### src/rtl/bus_cycle_controller.sv
// Bus cycle sequencer: decodes each CPU request onto ROM/SRAM/DRAM selects, counts
// per-region wait states, acknowledges or errors, and interleaves DRAM refresh.
module bus_cycle_controller #(
  parameter int ROM_WAIT       = 3,
  parameter int SRAM_WAIT      = 1,
  parameter int DRAM_WAIT      = 4,
  parameter int REFRESH_PERIOD = 390,
  parameter int REFRESH_CYCLES = 4
) (
  input  logic        clk,
  input  logic        reset,
  input  logic        req,
  input  logic [31:0] addr,
  output logic        ack,
  output logic        berr,
  output logic        CS_rom,
  output logic        CS_sram,
  output logic        CS_dram,
  output logic        refresh,
  output logic        busy
);

  typedef enum logic [2:0] {
    IDLE,
    ACCESS,
    ACK,
    RECOVER,
    BERR,
    REFRESH
  } state_t;

  state_t      state;
  logic [7:0]  wait_cnt;
  logic [15:0] ref_cnt;
  logic        refresh_pending;
  logic        hit_rom;
  logic        hit_sram;
  logic        hit_dram;
  logic        wrap;

  assign hit_rom  = (addr >= 32'hFFF0_0000) && (addr <= 32'hFFF7_FFFF);
  assign hit_sram = (addr <= 32'h000F_FFFF);
  assign hit_dram = (addr >= 32'hC000_0000) && (addr <= 32'hC007_FFFF);
  assign wrap     = (ref_cnt == 16'(REFRESH_PERIOD - 1));

  // A wrap seen in IDLE is taken at once, so refresh beats a request on the same edge.
  always_ff @(posedge clk) begin
    if (!reset) begin
      state           <= IDLE;
      wait_cnt        <= 8'd0;
      ref_cnt         <= 16'd0;
      refresh_pending <= 1'b0;
      ack             <= 1'b0;
      berr            <= 1'b0;
      CS_rom          <= 1'b0;
      CS_sram         <= 1'b0;
      CS_dram         <= 1'b0;
      refresh         <= 1'b0;
      busy            <= 1'b0;
    end else begin
      ref_cnt <= wrap ? 16'd0 : ref_cnt + 16'd1;
      if (wrap)
        refresh_pending <= 1'b1;

      case (state)
        IDLE: begin
          if (refresh_pending || wrap) begin
            state           <= REFRESH;
            refresh_pending <= 1'b0;
            refresh         <= 1'b1;
            busy            <= 1'b1;
            wait_cnt        <= 8'(REFRESH_CYCLES - 1);
          end else if (req) begin
            busy <= 1'b1;
            if (hit_rom) begin
              state    <= ACCESS;
              CS_rom   <= 1'b1;
              wait_cnt <= 8'(ROM_WAIT);
            end else if (hit_sram) begin
              state    <= ACCESS;
              CS_sram  <= 1'b1;
              wait_cnt <= 8'(SRAM_WAIT);
            end else if (hit_dram) begin
              state    <= ACCESS;
              CS_dram  <= 1'b1;
              wait_cnt <= 8'(DRAM_WAIT);
            end else begin
              state <= BERR;
              berr  <= 1'b1;
            end
          end
        end
        ACCESS: begin
          if (wait_cnt == 8'd0) begin
            state <= ACK;
            ack   <= 1'b1;
          end else begin
            wait_cnt <= wait_cnt - 8'd1;
          end
        end
        ACK: begin
          state   <= RECOVER;
          ack     <= 1'b0;
          CS_rom  <= 1'b0;
          CS_sram <= 1'b0;
          CS_dram <= 1'b0;
        end
        RECOVER: begin
          if (!req) begin
            state <= IDLE;
            busy  <= 1'b0;
          end
        end
        BERR: begin
          if (!req) begin
            state <= IDLE;
            berr  <= 1'b0;
            busy  <= 1'b0;
          end
        end
        REFRESH: begin
          if (wait_cnt == 8'd0) begin
            state   <= IDLE;
            refresh <= 1'b0;
            busy    <= 1'b0;
          end else begin
            wait_cnt <= wait_cnt - 8'd1;
          end
        end
        default: begin
          state   <= IDLE;
          ack     <= 1'b0;
          berr    <= 1'b0;
          CS_rom  <= 1'b0;
          CS_sram <= 1'b0;
          CS_dram <= 1'b0;
          refresh <= 1'b0;
          busy    <= 1'b0;
        end
      endcase
    end
  end

endmodule

### config.mk
export PLATFORM = sky130hd
export DESIGN_NAME = bus_cycle_controller
export DESIGN_NICKNAME = d
export VERILOG_FILES = /design/src/rtl/bus_cycle_controller.sv
export SDC_FILE = /design/constraint.sdc
export NUM_CORES = 1
export LEC_CHECK = 0
export CAP_MARGIN = 5
export CORE_ASPECT_RATIO = 1.5
export CORE_MARGIN = 2
export CORE_UTILIZATION = 54
export CTS_CLUSTER_DIAMETER = 30
export CTS_CLUSTER_SIZE = 40
export DETAILED_ROUTE_END_ITERATION = 12
export PLACE_DENSITY = 0.85
export SYNTH_ARGS = -nofsm -noshare
export SYNTH_HDL_FRONTEND = slang
export SYNTH_SLANG_ARGS = --single-unit
### constraint.sdc
create_clock -name clk -period 4.2 [get_ports clk]
set_input_delay 0.84 -clock clk [delete_from_list [all_inputs] [get_ports clk]]
set_output_delay 0.84 -clock clk [all_outputs]
set_load 0.01 [all_outputs]
# After elaboration in Yosys (flattened, before gate mapping)
# Cells that the tools add are included.
# op_classes
addsub	2
magnitude_cmp	5
n_eq_ne	22
mux	49
bitwise	6
reduce_logical	23
# ops
operator	count
32-bit >= comparator, second input constant	2
32-bit less-or-equal comparator, second input constant	2
8-bit two-way mux	6
32-bit by 20-bit less-or-equal comparator with 1-bit output, second input constant	1
2-bit inequality test, second input constant	14
1-bit two-way mux	26
3-bit two-way mux	8
16-bit by 1-bit adder with 16-bit output, second input constant	1
16-bit by 9-bit == test with 1-bit output, second input constant	1
8-bit one-hot mux with 2 select lines	1
4-bit AND reduction	4
4-bit OR reduction	4
3-bit one-hot mux with 5 select lines	1
8-bit zero test	1
1-bit one-hot mux with 2 select lines	4
2-bit OR reduction	4
8-bit by 1-bit subtractor with 8-bit output, second input constant	1
7-bit AND reduction	1
3-bit by 2-bit == test with 1-bit output, second input constant	2
3-bit == test, second input constant	2
1-bit NOT	6
1-bit one-hot mux with 3 select lines	2
6-bit AND reduction	1
5-bit inequality test, second input constant	1
10 further kinds	11
# totals
reg_bits	35
elab_cells	118

# Depth between registers and ports, before layout
# depth
word_depth	8
depth_mapped	10
ltp_nobuf	8

# Worst setup path after synthesis
# No wires, ideal clock.
# synth_path
path_kind	input port to flip-flop
startpoint	in addr[25]
endpoint	reg wait_cnt[6]
setup_time_ps	70
t_arrival_ps	2560
path_slack_ps	1570
cell_stages	6
path_cell_list	or4_4 -> nor4_4 -> o211a_1 -> o41ai_2 -> or4_1 -> a21oi_1
# synth_via
elab_chain_len	6
word_cells_on_any_way	14
classes_between	order compare (5); eq/ne (1); mux (5); reduce/logical (3)
# synth_lines
element	line	source
start: declaration	13	input logic [31:0] addr,
32-bit by 20-bit less-or-equal comparator with 1-bit output, or another cell as far along	42	assign hit_sram = (addr <= 32'h000F_FFFF);
8-bit two-way mux / 1-bit logical AND (equally long branches)	79, 41	
8-bit two-way mux	75	if (hit_rom) begin
8-bit two-way mux	73	end else if (req) begin
8-bit two-way mux	67	if (refresh_pending || wrap) begin
8-bit one-hot mux with 2 select lines	65	case (state)
end signal: assignment	72	wait_cnt <= 8'(REFRESH_CYCLES - 1);
end signal: assignment	78	wait_cnt <= 8'(ROM_WAIT);
end signal: assignment	82	wait_cnt <= 8'(SRAM_WAIT);
end: declaration	33	logic [7:0] wait_cnt;
# Several ways; a longest one is shown, not always the timed one. The select of a mux whose other input is x is not followed.
# A chain may end at the register's enable or synchronous reset.

# Worst setup path after layout
# Ends and elaborated chain as after synthesis.

==> impl_metrics.csv <==
group,metric,value,unit
status,outcome,"complete, no violations",
setup_path,data_arrival_critical_path,3300,ps
clock_network,cts.clk_slew.worst_paths,70,ps
layout,final_layout_size_suffix_gt1_share,4.74,%
grt,globalRouteMet1Util,23.8,%
timing,fin_worst_skew,4.79,ps
grt,grt_max_degree,17,
timing,final_setup_margin,1120,ps
setup_path,timing.critical_path.from_type,"input pin",
grt,grt.overflow.total,0,
timing,tns,0,ps
synthesis,ys_ff_latch,35,
timing,period_needed,3080,ps
routing,remaining_drc_errors,0,
layout,synthToLayoutAreaGrowth,17.8,%
grt,groute.layer.met2.usage,44.2,%
synthesis,ys_warn_count,0,
floorplanning,placement_rows,26,
synthesis,synth.top_cell.area_share,37.7,%
layout,fill_cells,281,
place,place.detailed.hpwl,3040,microns
layout,register_with_the_highest_flop_count,"ref_cnt",
synthesis,sequential_fraction_of_the_synthesis_area,37.7,%
synthesis,netlist_area,1860,sq um
layout,final_core_util,65.4,%
timing,timing.slew.headroom,60.7,%
timing,post-route-period-util,73.4,%
clock_network,worst_skew_pair.late_latency,280,ps
routing,via_total_after_detailed_routing,1749,
layout,top_regs,"ref_cnt (16), wait_cnt (8), state (3)",
synthesis,postSynthCellCount,232,
timing,drv_slew,0,
layout,finish.net_count,292,
floorplanning,io_pins,42,
timing,achievable_frequency,0.324,GHz
power,leakage_power_figure,0.000795,uW
setup_path,critPathCaptureType,"flop",
timing,report.final.setup_viol,0,
hold_path,hold_path.class,"reg2reg",
setup_path,critical_path.slowest_cell,"or4_4",
grt,grt_antenna_before_repair,0,
place,placement.setup.worst_slack,841,ps
routing,drt_pre_antenna_iters,4,
setup_path,critical_path.max_fanout,13,
routing,routed_via_count_divided_by_cell_count,5.93,
clock_network,cts_resized,0,
floorplanning,core_area,3350,sq um
synthesis,ys_top_cells_by_count,"dfxtp_1 (35), nor2_1 (35), nand2_1 (22)",
layout,flip_flop_count_of_the_largest_register_all_copies_and_words_added,16,
place,cell_area_placed,2100,sq um
place,port-buffer-count,22,
layout,num_antenna_cells,0,
setup_path,cp.required,4410,ps
layout,stdcell_area,2190,sq um
synthesis,synthesized_net_count,271,
timing,unrepaired_setup_endpoints_after_global_routing,"false",
grt,met3_track_usage_gr,5.29,%
clock_network,cts_sinks,35,
routing,wl_per_cell,14.2,microns
power,ir_drop,0.239,mV
synthesis,synth_top_area_cells,"dfxtp_1 (38%), nor2_1 (7.1%), a21oi_1 (4.8%), nand2_1 (4.4%), o21ai_0 (3.0%)",
clock_network,buffer_count_from_post_cts_setup_fixing,0,
synthesis,yosys.cell_types.count,47,
grt,grt_util_all_layers,23.5,%
setup_path,cp_slowest_stage_delay,550,ps
hold_path,hold_start,"CS_rom$_SDFFE_PN0P_",
grt,via_count_of_the_first_global_routing_pass,1651,
setup_path,timing_worst_setup_path_type,"in2reg",
setup_path,critical_path.top_delay_family,"simple AND/OR/NAND/NOR gates",
synthesis,post_synth.cell_area_avg,8.01,sq um
timing,hold_slack,464,ps
synthesis,synth.largest_area_cell,"dfxtp_1",
floorplanning,chipHeight,75.9,microns
floorplanning,die_w,51.9,microns
floorplanning,start_util,55.5,%
power,power_density,294,nW/um^2
timing,worst_pin_slew,584,ps
place,gp_congestion,0.860,
synthesis,synth_flop_cell,"dfxtp_1",
clock_network,clockRootBuffer,"clkbuf_8",
timing,hold_viol,0,
clock_network,inserted_clock_buffers,5,
setup_path,timing.critical_path.from,"addr[25]",
grt,first_pass_grt_wire_length,6920,microns
setup_path,crit_buf_inv,2,
grt,gr-max-usage-layer,"met2",
routing,postRouteWirelength,4180,microns
setup_path,critical_path.reg2reg.startpoint,"state[0]$_SDFFE_PN0P_",
synthesis,synth-edff-count,0,
floorplanning,die_area,3940,sq um
setup_path,series_of_cell_instances_along_the_critical_path,"clkdlybuf4s50_1 > or4_4 > nor4_4 > o211a_1 > o41ai_2 > buf_4 > or4_1 > a21oi_1",
clock_network,ctsLongestPathBuffers,2,
flow_run,cap_viol_max_count,0,
clock_network,post_cts_hold_buffer_count,0,
clock_network,clock_tree_from_tritoncts,"built",
routing,route.antenna.remaining_nets,0,
clock_network,cts-htree-levels,2,
synthesis,async_flop_share,0,%
routing,drt_first_iter_violations,48,
-- cell usage in the layout, fill, tap and decap left out, types with 2 or more instances in the layout --
cell / instances
nor3_1: 8
inv_1: 7
a41o_1: 3
xnor2_1: 6
nor4_1: 3
o211ai_1: 2
nand2_1: 22
and4_1: 2
o21ai_1: 4
and2_1: 3
clkdlybuf4s50_1: 22
a21oi_1: 18
clkbuf_8: 6
nor2_1: 35
or3_1: 4
nand4_1: 3
xor2_1: 5
nor2b_1: 4
ha_1: 4
a22o_1: 2
nand3_1: 9
nand2b_1: 3
o221a_1: 2
a211oi_1: 2
or4_1: 3
nor3b_1: 2
o21ai_0: 11
and3_1: 3
dfxtp_1: 35
-- area by class of cell --
type / instances / area, sq um / share of cell area [%]
flip-flops and latches: 35 / 701 / 32.0
repair buffers: 23 / 228 / 10.4
clock buffers: 6 / 82.6 / 3.77
well taps: 42 / 52.6 / 2.40
clock inverters: 1 / 5.00 / 0.228
inverters: 7 / 26.3 / 1.20
multi-input cells: 181 / 1100 / 50.0
-- through the flow --
step                      cells  total power, uW
after floorplan             232              377
after global placement      288              403
after detailed placement    288              404
after CTS                   295              650
after global routing        295              670
final                       295              643
-- final timing paths --
path / end / slack, ps / cells after the start
setup / recovery: wait_cnt[6]$_SDFFE_PN0P_ / 1120 / 8
hold / removal: CS_rom$_SDFFE_PN0P_ / 460 / 1
setup reg to reg: wait_cnt[6]$_SDFFE_PN0P_ / 1690 / 7
hold reg to reg: CS_rom$_SDFFE_PN0P_ / 460 / 1
-- kinds of logic (layout without fill, tap and decap cells) --
logic type      Yosys count  count (layout)  share of synthesized area (%)
mux                       1               1                          0.606
buf+inv                  16              37                           3.37
fa+ha+maj                 4               4                           2.69
simple gates            109             109                           29.9
flops                    35              35                           37.7
compound gates           56              56                           20.5
xor+xnor                 11              11                           5.18
-- where the power goes --
| part | internal [uW] | switching [uW] | total, uW |
|---|---|---|---|
| combinational | 27.9 | 24.1 | 52.0 |
| sequential | 337 | 7.06 | 344 |
| clock | 129 | 118 | 247 |
| total | 493 | 150 | 643 |
-- per-layer routing --
metal	part of all wire, %	vias up
li1	-	880
met1	38	801
met2	54	58
met3	4.6	10
met4	2.6	0
met5	0	-
Note: power is estimated with default switching activity, not from simulation.
